===== config.mk =====
export PLATFORM = sky130hd
export DESIGN_NAME = mrd_st_bridge
export DESIGN_NICKNAME = d
export VERILOG_FILES = /design/src/rtl/mrd_pkg.sv /design/src/rtl/mrd_skid_buf.sv /design/src/rtl/mrd_st_bridge.sv
export SDC_FILE = /design/constraint.sdc
export NUM_CORES = 1
export LEC_CHECK = 0
export CORE_MARGIN = 4
export CORE_UTILIZATION = 50
export DETAILED_ROUTE_END_ITERATION = 8
export HOLD_SLACK_MARGIN = 0.12
export PLACE_DENSITY = 0.82
export SYNTH_ARGS = -nofsm -noshare
export SYNTH_HDL_FRONTEND = slang
export SYNTH_SLANG_ARGS = --single-unit

===== constraint.sdc =====
create_clock -name clk -period 5.7 [get_ports clk]
set_input_delay 0.855 -clock clk [delete_from_list [all_inputs] [get_ports clk]]
set_output_delay 0.855 -clock clk [all_outputs]
set_load 0.005 [all_outputs]

===== src/rtl/mrd_pkg.sv =====
// Shared types and constants for the mixed-radix DFT streaming bridge.
// Holds the framing FSM state encoding and default geometry.
package mrd_pkg;

    typedef enum logic [1:0] {
        ST_IDLE,
        ST_RUN,
        ST_DROP
    } state_t;

    localparam int MIN_PTS    = 12;
    localparam int DEF_DW     = 18;
    localparam int DEF_PW     = 12;
    localparam int DEF_MAXPTS = 1200;

endpackage


===== src/rtl/mrd_skid_buf.sv =====
// Two-entry skid buffer with a registered upstream ready.
// Ports: in_valid/in_ready/in_data (upstream), out_valid/out_ready/out_data
// (downstream), clk, async active-low rst_n. Width set by W.
module mrd_skid_buf #(
    parameter int W = 8
) (
    input  logic         clk,
    input  logic         rst_n,
    input  logic         in_valid,
    output logic         in_ready,
    input  logic [W-1:0] in_data,
    output logic         out_valid,
    input  logic         out_ready,
    output logic [W-1:0] out_data
);

    logic [1:0]   count;
    logic [1:0]   count_nx;
    logic [W-1:0] head;
    logic [W-1:0] tail;
    logic         push;
    logic         pop;

    assign push      = in_valid && in_ready;
    assign pop       = out_valid && out_ready;
    assign out_valid = (count != 2'd0);
    assign out_data  = head;

    always_comb begin
        count_nx = count + {1'b0, push} - {1'b0, pop};
    end

    always_ff @(posedge clk or negedge rst_n) begin
        if (!rst_n) begin
            count    <= 2'd0;
            in_ready <= 1'b0;
            head     <= '0;
            tail     <= '0;
        end else begin
            count    <= count_nx;
            // ready for next cycle only if a slot survives this cycle
            in_ready <= (count_nx != 2'd2);
            if (push && !pop) begin
                if (count == 2'd0) begin
                    head <= in_data;
                end else begin
                    tail <= in_data;
                end
            end else if (!push && pop) begin
                head <= tail;
            end else if (push && pop) begin
                if (count == 2'd1) begin
                    head <= in_data;
                end else begin
                    head <= tail;
                    tail <= in_data;
                end
            end
        end
    end

endmodule


===== src/rtl/mrd_st_bridge.sv =====
// Streaming framing bridge: validates sop/eop framing against dftpts,
// stamps each forwarded beat with frame length, inverse flag and index.
// Ports: sink_* (upstream beats, dftpts_in, inverse), source_* (framed
// beats out), err_pulse (one-cycle framing error), err_count (saturating).
module mrd_st_bridge
    import mrd_pkg::*;
#(
    parameter int DW     = DEF_DW,
    parameter int PW     = DEF_PW,
    parameter int MAXPTS = DEF_MAXPTS
) (
    input  logic          clk,
    input  logic          rst_n,
    input  logic          sink_valid,
    output logic          sink_ready,
    input  logic          sink_sop,
    input  logic          sink_eop,
    input  logic          inverse,
    input  logic [DW-1:0] sink_real,
    input  logic [DW-1:0] sink_imag,
    input  logic [PW-1:0] dftpts_in,
    output logic          source_valid,
    input  logic          source_ready,
    output logic          source_sop,
    output logic          source_eop,
    output logic          source_inverse,
    output logic [DW-1:0] source_real,
    output logic [DW-1:0] source_imag,
    output logic [PW-1:0] source_dftpts,
    output logic [PW-1:0] source_idx,
    output logic          err_pulse,
    output logic [7:0]    err_count
);

    localparam int PLW = 3 + 2 * DW + 2 * PW;

    state_t        state;
    state_t        st_nx;
    logic [PW-1:0] dftpts_q;
    logic          inv_q;
    logic [PW-1:0] idx_q;

    logic          acc;
    logic          legal;
    logic          fwd;
    logic          err;
    logic          last;
    logic          f_sop;
    logic          f_eop;
    logic          f_inv;
    logic [PW-1:0] f_pts;
    logic [PW-1:0] f_idx;
    logic [PW-1:0] idx_inc;
    logic [PLW-1:0] in_pl;
    logic [PLW-1:0] out_pl;

    assign acc     = sink_valid && sink_ready;
    assign legal   = (dftpts_in >= PW'(MIN_PTS)) &&
                     (dftpts_in <= PW'(MAXPTS));
    assign idx_inc = idx_q + PW'(1);

    always_comb begin
        st_nx = state;
        fwd   = 1'b0;
        err   = 1'b0;
        last  = 1'b0;
        f_sop = 1'b0;
        f_eop = 1'b0;
        f_inv = inv_q;
        f_pts = dftpts_q;
        f_idx = '0;
        if (acc) begin
            unique case (state)
                ST_IDLE: begin
                    // a lone sop+eop beat is a frame shorter than MIN_PTS
                    if (sink_sop && legal && !sink_eop) begin
                        fwd   = 1'b1;
                        f_sop = 1'b1;
                        f_pts = dftpts_in;
                        f_inv = inverse;
                        st_nx = ST_RUN;
                    end else if (sink_sop) begin
                        err   = 1'b1;
                        st_nx = ST_DROP;
                    end else begin
                        err = 1'b1;
                    end
                end
                ST_RUN: begin
                    fwd   = 1'b1;
                    f_idx = idx_inc;
                    last  = (idx_inc == dftpts_q - PW'(1));
                    f_eop = last || sink_eop;
                    // any combination of faults yields one pulse
                    err   = sink_sop || (last != sink_eop);
                    if (sink_eop) begin
                        st_nx = ST_IDLE;
                    end else if (last) begin
                        st_nx = ST_DROP;
                    end
                end
                ST_DROP: begin
                    if (sink_eop) begin
                        st_nx = ST_IDLE;
                    end
                end
                default: st_nx = ST_IDLE;
            endcase
        end
    end

    always_ff @(posedge clk or negedge rst_n) begin
        if (!rst_n) begin
            state     <= ST_IDLE;
            dftpts_q  <= '0;
            inv_q     <= 1'b0;
            idx_q     <= '0;
            err_pulse <= 1'b0;
            err_count <= 8'd0;
        end else begin
            state     <= st_nx;
            err_pulse <= err;
            if (err && (err_count != 8'hFF)) begin
                err_count <= err_count + 8'd1;
            end
            if (fwd) begin
                idx_q    <= f_idx;
                dftpts_q <= f_pts;
                inv_q    <= f_inv;
            end
        end
    end

    assign in_pl = {f_sop, f_eop, f_inv, sink_real, sink_imag, f_pts, f_idx};

    mrd_skid_buf #(
        .W(PLW)
    ) u_skid (
        .clk      (clk),
        .rst_n    (rst_n),
        .in_valid (fwd),
        .in_ready (sink_ready),
        .in_data  (in_pl),
        .out_valid(source_valid),
        .out_ready(source_ready),
        .out_data (out_pl)
    );

    assign {source_sop, source_eop, source_inverse, source_real,
            source_imag, source_dftpts, source_idx} = out_pl;

endmodule

==> results of run 1 <==
[cells in the final DEF (no fill, tap or decap), types with 4 or more instances in the layout]
cell type        count
a221o_1              6
nand4_1              6
o21ai_1              8
mux2_2              22
nor3_1              19
nand3_1             12
o311ai_1             5
inv_1               11
xor2_1              11
buf_4               11
and4_1               4
and2_1               5
o21a_1               5
and3_1               4
o2bb2ai_1            7
clkinv_4             4
nor2_1              61
nor4_1               5
dfrtp_1            165
clkinv_2             6
clkbuf_16           17
nand2_1            207
o21ai_0             48
clkdlybuf4s50_1    127
xnor2_1             26
a21oi_1             85
ha_1                 6
[synthesized netlist by cell type (6+ instances only)]
cell type,n
nand2_1,207
dfrtp_1,165
a21oi_1,85
nor2_1,61
o21ai_0,48
xnor2_1,26
clkbuf_1,24
mux2_2,22
nor3_1,19
nand3_1,12
buf_2,11
inv_1,11
xor2_1,11
o21ai_1,9
o2bb2ai_1,7
a221o_1,6
buf_4,6
buf_6,6
ha_1,6
nand4_1,6
[worst max-delay path: cells and delay by family (launching register included)]
| kind | cells | cell delay (ns) |
|---|---|---|
| and+or+nand+nor | 7 | 1.72 |
| adders and majority gates | 2 | 0.63 |
| DFF | 1 | 0.50 |
| muxes | 1 | 0.39 |
| xor gates and xnor gates | 1 | 0.29 |
| AOI/OAI and AO/OA | 2 | 0.22 |
[worst min-delay path by stage]
stage / startpoint / end / slack (ns) / depth (start not counted)
final: u_skid.tail[60] / u_skid.tail[60] / 0.47 / 2
after global routing: u_skid.tail[48] / u_skid.tail[48] / 0.49 / 2
after CTS: u_skid.tail[60] / u_skid.tail[60] / 0.47 / 2
after detailed placement: u_skid.tail[60] / u_skid.tail[60] / 0.46 / 2
after global placement: u_skid.tail[60] / u_skid.tail[60] / 0.46 / 2
after floorplan: u_skid.tail[60] / u_skid.tail[60] / 0.44 / 2
[layer usage]
| layer | vias up | routed length [microns] | track usage, % |
|---|---|---|---|
| met5 | - | 0 | 0 |
| met4 | 0 | 332 | 7.39 |
| met1 | 3052 | 8300 | 30.4 |
| met3 | 33 | 1100 | 4.16 |
| met2 | 231 | 8930 | 34.5 |
| li1 | 3032 | - | - |
[per-stage QoR]
stage          instances  power [mW]  utilization (%)  setup WS [ns]
6_report            1131        4.79             63.7           1.82
5_1_grt             1131        5.12             63.7           1.53
4_1_cts             1131        4.83             63.7           1.86
3_5_place_dp        1099        3.71             60.0           1.52
3_3_place_gp        1099        3.65             60.0           1.59
2_1_floorplan        819        2.93                -           2.29
[sequential cells by signal, indices dropped and copies added, names as in the netlist]
name,flops
inv_q,1
u_skid.count,2
u_skid.tail,63
state,2
idx_q,12
err_count,8
dftpts_q,12
err_pulse,1
u_skid.in_ready,1
u_skid.out_data,63
[area by class of cell]
| type | count | area (sq um) | share of cell area [%] |
|---|---|---|---|
| clock buffers | 19 | 433 | 4.48 |
| flip-flops and latches | 165 | 4130 | 42.8 |
| multi-input cells | 596 | 3320 | 34.3 |
| clock inverters | 13 | 134 | 1.39 |
| well taps | 188 | 235 | 2.44 |
| repair buffers | 139 | 1370 | 14.1 |
| inverters | 11 | 41.3 | 0.428 |
[report_power, final]
part	internal, mW	total (mW)	switching (mW)
logic	0.890	1.78	0.893
registers	1.60	1.90	0.301
clock network	0.643	1.10	0.461
[kinds of logic after synthesis]
kind of cell	share of synthesized area, %
muxes	3.21
adders and majority gates	0.973
and+or+nand+nor	18.7
xor gates and xnor gates	4.78
DFF	53.5
AOI/OAI and AO/OA	15.0
buffers and inverters	3.88
==> flow_summary.toml, run 1 <==
[clock_tree]
cts.repair.resized = 0
insertion_delay_ns = 0.43
clk_pin_slew_ns = 0.06
cts_tree = "built"
clockBufferDepth = 2
holdBufCountCts = 0
cts_setup_buffers = 0
cts_sinks = 165
cts_made_buffers = 17
htree_levels = 4
root_buffer = "clkbuf_16"

[timing]
rsz0062_at_grt = "no"
relSlewSlack_pct = 29.2
setup_viol = 0
fin_setup_tns_ns = 0
hold_violations = 0
slew_violations = 0
clock_skew_ns = 0.00867
fin_crit_ns = 3.88
finalCritPeriodShare_pct = 68.1
worst_pin_slew_ns = 1.06
fmax_ghz = 0.258
timing.hold.ws_ns = 0.469

[power_and_ir_drop]
powerDensity_mw_per_mm2 = 496
leakagePower_nw = 4.29
ir_drop_v = 0.000232

[synthesis]
ys.flop_type = "dfrtp_1"
synthTopCellsByArea = "dfrtp_1, nand2_1, a21oi_1"
synthesis.area_sq_mm = 0.00772
avgSynthCellArea_sq_um = 9.42
synth_top_area_share_pct = 53.5
synth_seq_cells = 165
yosysTopAreaCell = "dfrtp_1"
synth_nets = 880
synth-edff-count = 0
yosysSeqAreaShare_pct = 53.5
postSynthCellCount = 819
ys.warnings.count = 0
async_flop_share_pct = 100
ys_types = 55

[finish]
fin_area_sq_mm = 0.00965
final_net_count = 991
antenna_cells = 0
final_layout_size_suffix_gt1_share_pct = 7.74
fillers = 1207
area_growth_pct = 25.1

[routing]
num_vias = 6348
drt_iter0_drc = 569
ant_nets = 0
firstDrtPassIters = 5
drc_errors = 0
totalWireLength_mm = 18.7
wl_per_cell_microns = 16.5
vias_per_cell = 5.61

[die]
die_h_microns = 132
placementRows = 45
fp.dieW_microns = 132
die_area_sq_mm = 0.0175
pin_count = 129
fp.coreArea_sq_mm = 0.0151
start_util_pct = 50.9

[worst_setup_path]
cp.arrival_ns = 4.19
reg2reg_slack_ns = 1.82
rr_endpoint = "err_count[1]"
cp_slowest_cell = "or4_1"
cp-end-kind = "flip-flop"
endpoint = "err_count[1]"
cp_data_required_time_ns = 6.01
cp-startpoint = "idx_q[0]"
cp-start-kind = "flip-flop"
reg2reg_from = "idx_q[0]"
crit_chain = "ha_1 -> nand2_1 -> nor3_1 -> xnor2_1 -> or4_1 -> nor2_1 -> o2111ai_1 -> ha_1 -> nor2_1 -> nor2_1 -> a2111oi_0 -> nor2_1 -> mux2_2"
crit_path_max_fanout = 8
reg2reg_depth = 13
cp_common_cell = "nor2_1"
worst_path_largest_cell_delay_ns = 0.53
critical_path_class = "flip-flop to flip-flop"

[global_routing]
antenna_found_initial = 0
grt_overflow = 0
grt_pass1_vias = 6156
grt_pass1_wl_mm = 31.3
grt_usage_pct = 21.8
grt_max_degree = 119

[placed_design]
gp_congestion = 0.925
port_buffers = 128
dp.final_hpwl_mm = 12.6
placed_cell_area_sq_mm = 0.00909

[run]
drv_cap = 0

[hold_path]
hold_path_class = "flip-flop to flip-flop"

[outcome]
status = "completed"
(Power assumes the default switching activity.)
==> run 2, diff against run 1 <==
- clock period: 5.7 -> 3.9 ns (I/O delays scaled with it)
==> run 2 against run 1 <==
Power rose by 48%. First-iteration DRC count is 20% higher. Cell area grew 1.7%. Flip-flop and latch count stayed put. Combinational power increased by 55%.
==> flow_summary.toml, run 2 (synthesized netlist as in run 1, its figures left out) <==
[clock_tree]
cts_setup_buffers = 0
htree_levels = 4
clk_pin_slew_ns = 0.06
cts_sinks = 165
cts_tree = "built"
cts_made_buffers = 17
root_buffer = "clkbuf_16"
insertion_delay_ns = 0.43
clockBufferDepth = 2

[routing]
wl_per_cell_microns = 17.1
ant_nets = 0
num_vias = 6514
drt_iter0_drc = 682
firstDrtPassIters = 6
totalWireLength_mm = 19.5
drc_errors = 0
vias_per_cell = 5.71

[finish]
final_net_count = 1001
antenna_cells = 0
fin_area_sq_mm = 0.00982
final_layout_size_suffix_gt1_share_pct = 9.03
area_growth_pct = 27.2
layout_commonest_cell = "nand2_1"
finish.utilization_pct = 64.8
final_cell_mix = "nand2_1, dfrtp_1, clkdlybuf4s50_1"

[global_routing]
antenna_found_initial = 0
grt_overflow = 0
grt_pass1_wl_mm = 32.3
grt_pass1_vias = 6360
grt_usage_pct = 22.5
grt_max_degree = 98

[hold_path]
hold_path_class = "input port to async pin"

[run]
drv_cap = 0

[die]
die_area_sq_mm = 0.0175
die_h_microns = 132
start_util_pct = 50.9
fp.coreArea_sq_mm = 0.0151
placementRows = 45
fp.dieW_microns = 132
pin_count = 129

[placed_design]
dp.final_hpwl_mm = 13.4
gp_congestion = 0.914
placed_cell_area_sq_mm = 0.00925
port_buffers = 128

[worst_setup_path]
critical_path_class = "flip-flop to flip-flop"
crit_path_max_fanout = 8
cp.arrival_ns = 3.92
cp_data_required_time_ns = 4.21
cp-end-kind = "flip-flop"
cp-start-kind = "flip-flop"
reg2reg_depth = 11

[timing]
fin_crit_ns = 3.61
clock_skew_ns = 0.00958
fin_setup_tns_ns = 0
relSlewSlack_pct = 40.2
worst_pin_slew_ns = 0.896
setup_viol = 0
hold_violations = 0
rsz0062_at_grt = "no"
finalCritPeriodShare_pct = 92.5
timing.hold.ws_ns = 0.251
fmax_ghz = 0.277
slew_violations = 0

[power_and_ir_drop]
powerDensity_mw_per_mm2 = 725
leakagePower_nw = 4.37
ir_drop_v = 0.000436

[outcome]
status = "completed"
-- run 2: cell count changes in the layout (fill, tap and decap cells not counted), moves of 2 or more --
cell,delta
buf_12,+7
buf_4,+3
clkbuf_8,+3
clkinv_4,-3
or4_1,-2
or4_4,+2
-- run 2: where the power goes --
group / switching, mW / internal, mW / leakage, nW
clock: 0.659 / 0.921 / 0.280
combinational: 1.36 / 1.40 / 1.95
sequential: 0.435 / 2.34 / 2.14
-- run 2: path summary, 6_finish.rpt --
kind	from	end	slack, ns
max	dftpts_q[2]	err_count[1]	0.29
min	rst_n	err_count[2]	0.25
max reg2reg	dftpts_q[2]	err_count[1]	0.29
min reg2reg	u_skid.tail[58]	u_skid.tail[58]	0.47
max in group asynchronous	rst_n	u_skid.out_data[9]	2.87
min in group clk	u_skid.tail[58]	u_skid.tail[58]	0.47
-- run 2: area by class of cell --
| cell class | count | area (sq um) |
|---|---|---|
| Clock inverter | 9 | 77.6 |
| Sequential cell | 165 | 4130 |
| Inverter | 11 | 41.3 |
| Tap cell | 188 | 235 |
| Fill cell | 1241 | 5330 |
| Clock buffer | 22 | 474 |
| Timing Repair Buffer | 149 | 1530 |
| Multi-Input combinational cell | 596 | 3330 |
-- run 2: repair_timing --
action / in CTS / in global routing
hold buffers: 0 / 0
setup endpoints to repair: 0 / 8
resized for setup: 0 / 5
-- run 2: per-stage QoR --
step | total power [mW] | worst slack, ns | cells
2_1_floorplan | 4.28 | 0.490 | 819
3_3_place_gp | 5.44 | 0.236 | 1109
3_5_place_dp | 5.54 | 0.189 | 1109
4_1_cts | 7.14 | 0.0948 | 1140
5_1_grt | 7.57 | 0.0481 | 1140
6_report | 7.12 | 0.292 | 1140
-- run 2: critical path, stage by stage (launching register included) --
cell and delay, ns:
dfrtp_1 0.43, or4_4 0.59, or4_4 0.47, or4_1 0.41, nor2_1 0.12, o2111ai_1 0.16, ha_1 0.31, nor2_1 0.04
nor2_1 0.15, o21ai_0 0.13, nor2_2 0.32, mux2_2 0.37
-- run 2: routing by layer --
metal	global-route usage [%]	vias to the layer above	wire length, microns
met5	0	-	0
met4	8.26	0	507
met3	4.35	39	1040
met2	36.0	222	9330
met1	30.8	3195	8660
li1	-	3058	-
